**src/rtl/res_out_serializer.sv**
```systemverilog
// Drains result words from the output FIFO and serializes them LSB-first as
// OUT_WIDTH-bit beats over valid/ready, flagging the final beat of each result.
module res_out_serializer #(
    parameter int DATA_WIDTH       = 32,
    parameter int OUT_WIDTH        = 8,
    parameter int WORDS_PER_RESULT = 64
) (
    input  logic                  clk,
    input  logic                  rst,
    input  logic                  fifo_empty,
    output logic                  fifo_rd_en,
    input  logic [DATA_WIDTH-1:0] fifo_dout,
    output logic [OUT_WIDTH-1:0]  out_data,
    output logic                  out_valid,
    input  logic                  out_ready,
    output logic                  out_last,
    output logic                  busy,
    output logic [15:0]           res_count
);

    localparam int BEATS = DATA_WIDTH / OUT_WIDTH;
    localparam int BW    = (BEATS > 1) ? $clog2(BEATS) : 1;
    localparam int WW    = (WORDS_PER_RESULT > 1) ? $clog2(WORDS_PER_RESULT) : 1;
    localparam logic [BW-1:0] LAST_BEAT = BW'(BEATS - 1);
    localparam logic [WW-1:0] LAST_WORD = WW'(WORDS_PER_RESULT - 1);

    typedef enum logic [1:0] {IDLE, REQ, CAPT, SEND} state_t;

    state_t                r_state;
    state_t                w_next;
    logic [DATA_WIDTH-1:0] r_shift;
    logic [BW-1:0]         r_beat_cnt;
    logic [WW-1:0]         r_word_cnt;
    logic [15:0]           r_res_count;
    logic                  w_fire;
    logic                  w_last_beat;
    logic                  w_last_word;

    assign w_fire      = (r_state == SEND) && out_ready;
    assign w_last_beat = (r_beat_cnt == LAST_BEAT);
    assign w_last_word = (r_word_cnt == LAST_WORD);
    assign res_count   = r_res_count;

    always_comb begin
        w_next     = r_state;
        fifo_rd_en = 1'b0;
        out_valid  = 1'b0;
        out_data   = '0;
        out_last   = 1'b0;
        busy       = (r_state != IDLE);
        case (r_state)
            IDLE: if (!fifo_empty) w_next = REQ;
            REQ: begin
                fifo_rd_en = 1'b1;
                w_next     = CAPT;
            end
            CAPT: w_next = SEND;
            SEND: begin
                out_valid = 1'b1;
                out_data  = r_shift[OUT_WIDTH-1:0];
                out_last  = w_last_word && w_last_beat;
                // word_cnt survives IDLE so a result may straddle a FIFO underrun
                if (w_fire && w_last_beat) begin
                    if (w_last_word || fifo_empty) w_next = IDLE;
                    else                           w_next = REQ;
                end
            end
            default: w_next = IDLE;
        endcase
    end

    always_ff @(posedge clk) begin
        if (rst) begin
            r_state     <= IDLE;
            r_shift     <= '0;
            r_beat_cnt  <= '0;
            r_word_cnt  <= '0;
            r_res_count <= '0;
        end else begin
            r_state <= w_next;
            case (r_state)
                CAPT: begin
                    r_shift    <= fifo_dout;
                    r_beat_cnt <= '0;
                end
                SEND: begin
                    if (w_fire) begin
                        r_shift    <= r_shift >> OUT_WIDTH;
                        r_beat_cnt <= r_beat_cnt + 1'b1;
                        if (w_last_beat) begin
                            if (w_last_word) begin
                                r_word_cnt  <= '0;
                                r_res_count <= r_res_count + 1'b1;
                            end else begin
                                r_word_cnt <= r_word_cnt + 1'b1;
                            end
                        end
                    end
                end
                default: ;
            endcase
        end
    end

endmodule

```
**config.mk**
```make
export PLATFORM = sky130hd
export DESIGN_NAME = res_out_serializer
export DESIGN_NICKNAME = d
export VERILOG_FILES = /design/src/rtl/res_out_serializer.sv
export SDC_FILE = /design/constraint.sdc
export NUM_CORES = 1
export LEC_CHECK = 0
export CORE_UTILIZATION = 50
export CTS_CLUSTER_SIZE = 30
export DETAILED_ROUTE_END_ITERATION = 7
export GPL_TIMING_DRIVEN = 0
export PLACE_DENSITY_LB_ADDON = 0.3
export SKIP_CTS_REPAIR_TIMING = 1
export SYNTH_ARGS = -nofsm -noshare
export SYNTH_HDL_FRONTEND = slang
export SYNTH_SLANG_ARGS = --single-unit
```
**constraint.sdc**
```tcl
create_clock -name clk -period 2.2 [get_ports clk]
set_input_delay 0.44 -clock clk [delete_from_list [all_inputs] [get_ports clk]]
set_output_delay 0.44 -clock clk [all_outputs]
set_load 0.05 [all_outputs]
```
==> flow_metrics.env, run 1 <==
export IMPL_outcome="finished, final reports clean"
export IMPL_pwr_share_clk=0.339
export IMPL_place_hpwl_microns=4490
export IMPL_synth_fp_nets=342
export IMPL_critPathMaxFanout=3
export IMPL_dr_pass1_iters=4
export IMPL_final_setup_worst_slack_ps=53.4
export IMPL_synth_top_area_frac=0.420
export IMPL_muxShareOfSynthArea=0.102
export IMPL_setup_viol=0
export IMPL_boundaryPins=64
export IMPL_dr_first_iter_drc_count=173
export IMPL_stdcell_count=445
export IMPL_seq_area_frac_synth=0.420
export IMPL_ant_nets=0
export IMPL_yosysUniqueCellTypes=40
export IMPL_power_density_nw_per_um2=1050
export IMPL_postSynthAreaPerCell_sq_um=9.27
export IMPL_ys_top_cells_by_area="dfxtp_1 42%, mux2i_1 9.4%, a211oi_1 6.8%, nor2_1 6.8%, ha_1 3.6%"
export IMPL_synth_common_cells="58 x dfxtp_1, 50 x nor2_1, 26 x mux2i_1"
export IMPL_gp_congestion=0.785
export IMPL_insertion_delay_ps=350
export IMPL_synth_xor_area_share=0.0317
export IMPL_route_detailed_drc=0
export IMPL_netlist_area_sq_um=2760
export IMPL_routedWlPerCell_microns=14.8
export IMPL_dr_total_vias=2420
export IMPL_power_share_sequential=0.366
export IMPL_via_per_inst=5.44
export IMPL_slew_headroom=0.514
export IMPL_core_region_area_sq_um=5200
export IMPL_swShare=0.315
export IMPL_die_y_microns=76.4
export IMPL_cts_tree="built"
export IMPL_areaGrowthSynthToFinish_pct=36.1
export IMPL_fp_dieW_microns=76.4
export IMPL_worst_pin_slew_ps=729
export IMPL_rows=26
export IMPL_endpoint_kind="output pin"
export IMPL_arrival_ps=1710
export IMPL_p_sw_mw=1.24
export IMPL_rr_worst_depth=8
export IMPL_regToRegSetupSlack_ps=170
export IMPL_drv_cap=0
export IMPL_fin_setup_tns_ps=0
export IMPL_first_global_vias=2212
export IMPL_port_buffers=61
export IMPL_path_class="reg -> out"
export IMPL_drv_slew=0
export IMPL_drt_total_wl_microns=6580
export IMPL_grt_usage=0.239
export IMPL_yosysMostFrequentCell="dfxtp_1"
export IMPL_clkTransAtPathRegs_ps=60
export IMPL_post_place_cells=429
export IMPL_min_period_ps=2150
export IMPL_syn_instance_count=298
export IMPL_grt_first_pass_wirelength_microns=10800
export IMPL_cp_required_ps=1760
export IMPL_clockRootBuffer="clkbuf_8"
export IMPL_synth_top_area_cell="dfxtp_1"
export IMPL_ys_flop_type="dfxtp_1"
export IMPL_hold_end="r_beat_cnt[1]$_SDFFE_PP0P_"
export IMPL_synth_fa_ha_area_frac=0.0362
export IMPL_start_util=0.531
export IMPL_vdd_ir_drop_max_v=0.00117
export IMPL_final_area_sq_um=3760
export IMPL_hp_start="out_ready"
export IMPL_r2r_start="r_state[1]$_SDFFE_PP0P_"
export IMPL_yosys_area_share_simple=0.214
export IMPL_leakage_nw=1.36
export IMPL_dpl_cell_area_sq_um=3480
export IMPL_post_place_ws_ps=-693
export IMPL_synth_seq_cells=58
export IMPL_die_area_sq_um=5830
export IMPL_grt_max_degree=11
export IMPL_synth_top_family_by_area="simple AND/OR/NAND/NOR gates"
export IMPL_p_int_mw=2.69
export IMPL_whs_path_depth=3
export IMPL_synth_edff_count=0
export IMPL_drive_above_1_share=0.152
export IMPL_hold_path_class="in -> reg"
export IMPL_grt_use_met2=0.356
export IMPL_diodes=0
export IMPL_final_net_count=414
export IMPL_n_fill_cell=402
export IMPL_grt_overflow_total=0
export IMPL_met3_usage=0.0503
export IMPL_yosys_warnings=0
export IMPL_grt_antenna_before_repair=0
export IMPL_grt_util_met1=0.323
export IMPL_htreeDepth=3
export IMPL_cts_sinks=58
export IMPL_synthArstFlopShare=0
export IMPL_fin_crit_sh=0.976
export IMPL_fmax_mhz=466
export IMPL_cp_start_kind="register"
export IMPL_fin_skew_ps=6.39
export IMPL_fin_hold_ws_ps=434
export IMPL_grt_busiest_layer="met2"
export IMPL_rr_endpoint="r_shift[8]$_SDFFE_PP0P_"
export IMPL_power_frac_comb=0.295
export IMPL_synth_compound_area_share=0.141
export IMPL_hold_viol=0
export IMPL_clockBufferDepth=2
export IMPL_cts_buffers=9
## placed cells by master, fill, tap and decap left out, types with 3 or more instances in the layout
cell type,instances
ha_1,7
dfxtp_1,57
nor2b_1,3
clkbuf_1,10
xnor2_1,5
and2_2,8
buf_2,5
inv_1,5
clkbuf_8,11
a22oi_1,8
nand2_1,11
nor2_1,49
mux2i_1,26
nand3_1,6
buf_6,5
or3_1,4
or4_1,4
a211oi_1,25
clkdlybuf4s50_1,50
a21oi_1,11
nor4_1,5
o31ai_1,4
buf_4,9
bufinv_16,4
nand4_1,6
nor3_1,3
o21ai_0,3
xor2_1,5
## stage by stage
stage	power, mW	utilization
floorplan	2.29	-
global placement	2.56	0.669
detailed placement	2.60	0.669
CTS	3.92	0.720
global route	4.16	0.723
finish	3.93	0.723
## how the worst max path moves through the flow
stage | from | to | slack (ps) | depth (start not counted)
after floorplan | r_state[1]$_SDFFE_PP0P_ | out_last | 30 | 6
final | r_state[0]$_SDFFE_PP0P_ | out_valid | 50 | 2
after global routing | r_state[0]$_SDFFE_PP0P_ | out_last | -5 | 7
after detailed placement | r_state[1]$_SDFFE_PP0P_ | out_last | -690 | 7
after CTS | r_state[1]$_SDFFE_PP0P_ | out_last | -1090 | 7
after global placement | r_state[1]$_SDFFE_PP0P_ | out_last | -680 | 7
## critical path, stage by stage, from the launching register on
cell	delay (ps)
dfxtp_1	360
ha_2	200
clkdlybuf4s50_1	800
## area by class of cell
cell class                      instances  area [sq um]  area share
Inverter                                5          18.8     0.00499
Clock inverter                          5           125      0.0333
Multi-Input combinational cell        213          1470       0.391
Sequential cell                        58          1160       0.310
Clock buffer                           11           141      0.0376
Timing Repair Buffer                   61           601       0.160
Buffer                                 22           151      0.0403
Tap cell                               70          87.6      0.0233
## power groups by stage
stage	Combinational (mW)	Clock (mW)	Sequential, mW
global placement	1.12	0	1.44
global route	1.31	1.39	1.47
floorplan	0.869	0	1.42
detailed placement	1.14	0	1.46
CTS	1.15	1.34	1.43
finish	1.16	1.33	1.44
## kinds of logic (layout without fill, tap and decap cells)
logic type | Yosys count | in the layout
and+or+nand+nor | 111 | 111
DFF | 58 | 58
AOI/OAI and AO/OA | 56 | 56
muxes | 28 | 28
buffers and inverters | 27 | 104
xor gates and xnor gates | 10 | 10
adders and majority gates | 8 | 8
## sequential cells by signal, summed over array words and instances (netlist names)
register,count
r_beat_cnt,2
r_word_cnt,6
r_state,2
r_shift,32
res_count,16
## per-layer routing
layer,vias to the layer above,wire length (microns)
met1,1127,2980
met4,0,110
li1,1219,-
met3,10,368
met5,-,0
met2,64,3120
Power figures use the tool's default switching activity.
==> run 2, diff against run 1 <==
--- a/config.mk
+++ b/config.mk
@@ -9,7 +9,7 @@
 export CTS_CLUSTER_SIZE = 30
 export DETAILED_ROUTE_END_ITERATION = 7
 export GPL_TIMING_DRIVEN = 0
-export PLACE_DENSITY_LB_ADDON = 0.3
+export PLACE_DENSITY_LB_ADDON = 0.12
 export SKIP_CTS_REPAIR_TIMING = 1
 export SYNTH_ARGS = -nofsm -noshare
 export SYNTH_HDL_FRONTEND = slang
==> constraint.sdc (replaced) <==
create_clock -name clk -period 2.3 [get_ports clk]
set_input_delay 0.46 -clock clk [delete_from_list [all_inputs] [get_ports clk]]
set_output_delay 0.46 -clock clk [all_outputs]
set_load 0.05 [all_outputs]
==> flow_metrics.env, run 2 (synthesized netlist as in run 1, its figures left out) <==
export IMPL_routedWlPerCell_microns=14.6
export IMPL_drv_cap=0
export IMPL_endpoint_kind="output pin"
export IMPL_dr_total_vias=2434
export IMPL_dr_pass1_iters=4
export IMPL_boundaryPins=64
export IMPL_clockBufferDepth=2
export IMPL_drive_above_1_share=0.131
export IMPL_largest_reg_flops=32
export IMPL_slew_headroom=0.478
export IMPL_die_y_microns=76.4
export IMPL_path_class="reg -> out"
export IMPL_critPathMaxStageDelay_ps=370
export IMPL_hold_viol=0
export IMPL_leakage_nw=1.30
export IMPL_vdd_ir_drop_max_v=0.000833
export IMPL_htreeDepth=3
export IMPL_setup_viol=0
export IMPL_route_detailed_drc=0
export IMPL_arrival_ps=1760
export IMPL_grt_overflow_total=0
export IMPL_hold_path_class="in -> reg"
export IMPL_core_region_area_sq_um=5200
export IMPL_cp_cell_sequence="ha_1 -> and4_2 -> nand2_1 -> nor2_4 -> buf_4"
export IMPL_met3_usage=0.0395
export IMPL_grt_antenna_before_repair=0
export IMPL_critPathMaxFanout=5
export IMPL_die_area_sq_um=5830
export IMPL_regMostFlops="r_shift"
export IMPL_cpMaxStageDelayCell="dfxtp_1"
export IMPL_dr_first_iter_drc_count=195
export IMPL_grt_util_met1=0.302
export IMPL_grt_setup_unrepaired="false"
export IMPL_drv_slew=0
export IMPL_port_buffers=61
export IMPL_power_density_nw_per_um2=934
export IMPL_drt_total_wl_microns=6480
export IMPL_final_net_count=414
export IMPL_cts_tree="built"
export IMPL_gp_congestion=0.743
export IMPL_cp_required_ps=1840
export IMPL_fin_crit_sh=0.967
export IMPL_n_fill_cell=432
export IMPL_fmax_mhz=450
export IMPL_outcome="finished, final reports clean"
export IMPL_final_area_sq_um=3640
export IMPL_clkTransAtPathRegs_ps=70
export IMPL_areaGrowthSynthToFinish_pct=31.6
export IMPL_insertion_delay_ps=340
export IMPL_fp_dieW_microns=76.4
export IMPL_dpl_cell_area_sq_um=3470
export IMPL_cp_start_kind="register"
export IMPL_grt_first_pass_wirelength_microns=10500
export IMPL_grt_busiest_layer="met2"
export IMPL_fin_hold_ws_ps=438
export IMPL_grt_max_degree=11
export IMPL_worst_pin_slew_ps=782
export IMPL_cts_sinks=58
export IMPL_cts_buffers=9
export IMPL_grt_usage=0.229
export IMPL_place_hpwl_microns=4630
export IMPL_grt_use_met2=0.369
export IMPL_diodes=0
export IMPL_ant_nets=0
export IMPL_clockRootBuffer="clkbuf_8"
export IMPL_mostFrequentLayoutCells="57 x dfxtp_1, 51 x clkdlybuf4s50_1, 49 x nor2_1"
export IMPL_first_global_vias=2246
export IMPL_rows=26
export IMPL_min_period_ps=2220
export IMPL_via_per_inst=5.47
export IMPL_start_util=0.531
export IMPL_fin_skew_ps=7.39
export IMPL_final_common_cell="dfxtp_1"
-- run 2: cell types whose count changed in the layout (fill, tap and decap cells not counted), moves of 2 or more --
cell       previous run  this run
clkinv_2              1         4
buf_4                 9         3
buf_2                 5        10
and2_1                0         8
and2_2                8         0
buf_8                 2         0
bufinv_16             4         1
-- run 2: metrics by stage --
step / total power [mW] / util / worst slack, ps / instances / setup TNS [ps]
2_1_floorplan: 2.19 / - / 38.4 / 298 / 0
3_3_place_gp: 2.45 / 0.667 / -621 / 429 / -4910
3_5_place_dp: 2.50 / 0.667 / -650 / 429 / -5130
4_1_cts: 3.40 / 0.703 / -1020 / 445 / -8490
5_1_grt: 3.60 / 0.699 / 2.59 / 445 / 0
6_report: 3.40 / 0.699 / 75.5 / 445 / 0
-- run 2: worst max-delay path, delay by kind of cell (launching register included) --
kind / cells / cell delay [ps]
flops: 1 / 370
simple gates: 3 / 630
fa+ha+maj: 1 / 230
buf+inv: 1 / 200
-- run 2: layer usage --
metal  share of wire  wire length, microns
met5               0                     0
met4           0.013                    82
met3           0.040                   260
met2            0.47                  3070
met1            0.47                  3070
-- run 2: cell type report --
| type | instances | area, sq um | share of cell area |
|---|---|---|---|
| multi-input combinational | 213 | 1460 | 0.401 |
| timing repair buffer | 61 | 576 | 0.158 |
| tap | 70 | 87.6 | 0.0241 |
| clock buffer | 10 | 128 | 0.0351 |
| inverter | 5 | 18.8 | 0.00516 |
| clock inverter | 6 | 57.6 | 0.0158 |
| sequential | 58 | 1160 | 0.320 |
| buffer | 22 | 148 | 0.0406 |
-- run 2: power breakdown --
group | switching (mW) | total [mW] | leakage [nW] | internal [mW]
registers | 0.126 | 1.37 | 0.471 | 1.25
clock network | 0.417 | 0.909 | 0.0958 | 0.492
logic | 0.650 | 1.12 | 0.731 | 0.466
-- run 2: worst paths after layout --
check,startpoint,to,slack [ps],depth (start not counted)
worst max-delay path,r_word_cnt[0]$_SDFFE_PP0P_,out_last,80,5
worst min-delay path,out_ready,r_beat_cnt[1]$_SDFFE_PP0P_,440,3
worst max register to register,r_state[0]$_SDFFE_PP0P_,r_shift[12]$_SDFFE_PP0P_,250,8
worst min register to register,r_word_cnt[1]$_SDFFE_PP0P_,r_word_cnt[1]$_SDFFE_PP0P_,490,2
==> run 3, diff against run 2 <==
--- a/config.mk
+++ b/config.mk
@@ -9,6 +9,7 @@
 export CTS_CLUSTER_SIZE = 30
 export DETAILED_ROUTE_END_ITERATION = 7
 export GPL_TIMING_DRIVEN = 0
+export HOLD_SLACK_MARGIN = 0.12
 export PLACE_DENSITY_LB_ADDON = 0.12
 export SKIP_CTS_REPAIR_TIMING = 1
 export SYNTH_ARGS = -nofsm -noshare
==> results of run 3 <==
Final layout, timing and power as in run 2 (identical DEF).
==> patch, RTL diff (config.mk and constraints of run 3) <==
`DATA_WIDTH`: 32 -> 64.
--- a/src/rtl/res_out_serializer.sv
+++ b/src/rtl/res_out_serializer.sv
@@ -2,5 +2,5 @@
 // OUT_WIDTH-bit beats over valid/ready, flagging the final beat of each result.
 module res_out_serializer #(
-    parameter int DATA_WIDTH       = 32,
+    parameter int DATA_WIDTH       = 64,
     parameter int OUT_WIDTH        = 8,
     parameter int WORDS_PER_RESULT = 64
Ports: changed (resized fifo_dout); port bits go from 64 to 96. No check against the original RTL was run, so the function may have changed too.
==> patch against run 3 <==
- maximum frequency increased by 1.1%
- count of clock-buffer cells in the layout stayed put
- synthesized area is 49% higher
- core utilization is 1.0 points lower
- sequential cell count increased by 33
- sequential share of layout area rose by 1.8 points
- cell area increased by 49%
- total power increased by 58%
- clock power rose by 18%
- wire length increased by 49%
- combinational power rose by 74%
- setup slack better by 25 ps
- largest cell class unchanged
==> patch: results (changes against run 3) <==
<table>
<tr><th>Metric</th><th>Value</th></tr>
<tr><th colspan="2">GRT</th></tr>
<tr><td>Number of global-route vias before repair</td><td>3302 (+47%)</td></tr>
<tr><td>Total Routing Usage GR</td><td>0.2326 (+0.003279)</td></tr>
<tr><td>Largest net degree at the start of global routing</td><td>16 (+5)</td></tr>
<tr><td>Met3 Resource Use GR</td><td>0.03941 (-0.0001121)</td></tr>
<tr><th colspan="2">Cells and area</th></tr>
<tr><td>Flip-flop count of the largest register, all copies and words added</td><td>64 (+100%)</td></tr>
<tr><td>Total number of nets in the final design</td><td>629 (+52%)</td></tr>
<tr><td>Fraction of final layout cells sized beyond drive strength 1</td><td>0.09156 (-0.03910)</td></tr>
<tr><td>Number of inserted filler cells in the final layout</td><td>657 (+52%)</td></tr>
<tr><th colspan="2">Route</th></tr>
<tr><td>Wire length after detailed routing</td><td>9674 um (+49%)</td></tr>
<tr><td>Wire length the detailed router placed on met1</td><td>4715 um (+54%)</td></tr>
<tr><td>Total number of vias</td><td>3611 (+48%)</td></tr>
<tr><td>DRT iter0 DRCs</td><td>140 (-28%)</td></tr>
<tr><th colspan="2">Placed design</th></tr>
<tr><td>Port-buffer cells</td><td>94 (+54%)</td></tr>
<tr><td>Placed Area</td><td>0.005200 mm2 (+50%)</td></tr>
<tr><td>Final estimated routing congestion in global placement</td><td>0.8251 (+11%)</td></tr>
<tr><th colspan="2">Clock network</th></tr>
<tr><td>Worst-Skew Late Latency</td><td>360 ps (+20 ps)</td></tr>
<tr><th colspan="2">STA</th></tr>
<tr><td>Clk_skew</td><td>13.41 ps (+6.026 ps)</td></tr>
<tr><td>Worst-case headroom to the max-slew limit</td><td>0.6086 (+0.1302)</td></tr>
<tr><th colspan="2">Setup path</th></tr>
<tr><td>Largest fanout of any net on the critical path</td><td>6 (+1)</td></tr>
<tr><td>Arrival time at the worst endpoint</td><td>1740 ps (-20 ps)</td></tr>
<tr><th colspan="2">Yosys</th></tr>
<tr><td>Synthesized Nets</td><td>525 (+54%)</td></tr>
<tr><td>Most used standard cells in the synthesized netlist</td><td>91 x sky130_fd_sc_hd__dfxtp_1, 80 x sky130_fd_sc_hd__nor2_1, 58 x sky130_fd_sc_hd__mux2i_1</td></tr>
<tr><td>Sequential area share after synthesis</td><td>0.4431 (+0.02299)</td></tr>
<tr><td>Area share of fa/ha/maj cells after synthesis</td><td>0.02739 (-0.008827)</td></tr>
<tr><th colspan="2">Outcome</th></tr>
<tr><td>Run status</td><td>finished clean</td></tr>
<tr><th colspan="2">Power</th></tr>
<tr><td>Worst vdd ir</td><td>0.0006179 V (-26%)</td></tr>
<tr><td>Leak Pwr</td><td>1.853 nW (+43%)</td></tr>
</table>
## patch: cell types whose count changed in the layout (fill, tap and decap cells not counted), sizes merged, moves of 4 or more
cell                  run 3  this run
buf                      19        15
o21ai                     3         7
mux2i                    26        58
clkbuf                   22        36
a211oi                   25        56
nor2                     50        80
clkdlybuf4s50            51        83
dfxtp                    58        91
nor4                      5         0
## patch: final timing paths
path                               from                         end  slack, ps  cells after the start
max             r_state[1]$_SDFFE_PP0P_                   out_valid        100                      2
min                           out_ready  r_beat_cnt[1]$_SDFFE_PP0P_        470                      3
max reg2reg     r_state[0]$_SDFFE_PP0P_     r_shift[4]$_SDFFE_PP0P_        200                      8
min reg2reg  res_count[15]$_SDFFE_PP0P_  res_count[15]$_SDFFE_PP0P_        480                      2
## patch: metrics by stage
step | instances | TNS, ps | hold WS, ps
after floorplan | 448 | -29.88 | 449.2
after global placement | 644 | -7070 | 463.4
after detailed placement | 644 | -7294 | 468.7
after CTS | 660 | -11050 | 447.8
after global routing | 659 | -1.419 | 493.6
final | 659 | 0 | 465.2
## patch: power by group
group          internal, mW  total, mW  switching [mW]
Sequential             2.07       2.35           0.276
Clock                 0.503       1.07           0.563
Combinational         0.832       1.95            1.11
## patch: area by class of cell
class                   count  area (um2)  area share
clock inverters             6       66.31     0.01227
multi-input cells         318        2155      0.3987
repair buffers             94       923.4      0.1709
inverters                   6       22.52    0.004168
flip-flops and latches     91        1824      0.3376
plain buffers              32       157.7     0.02917
well taps                 102       127.6     0.02362
clock buffers              10       127.6     0.02362
## patch: worst max-delay path, cell delays in order, from the launching register on
cell,delay (ps)
sky130_fd_sc_hd__dfxtp_2,390
sky130_fd_sc_hd__ha_4,180
sky130_fd_sc_hd__clkdlybuf4s50_1,800
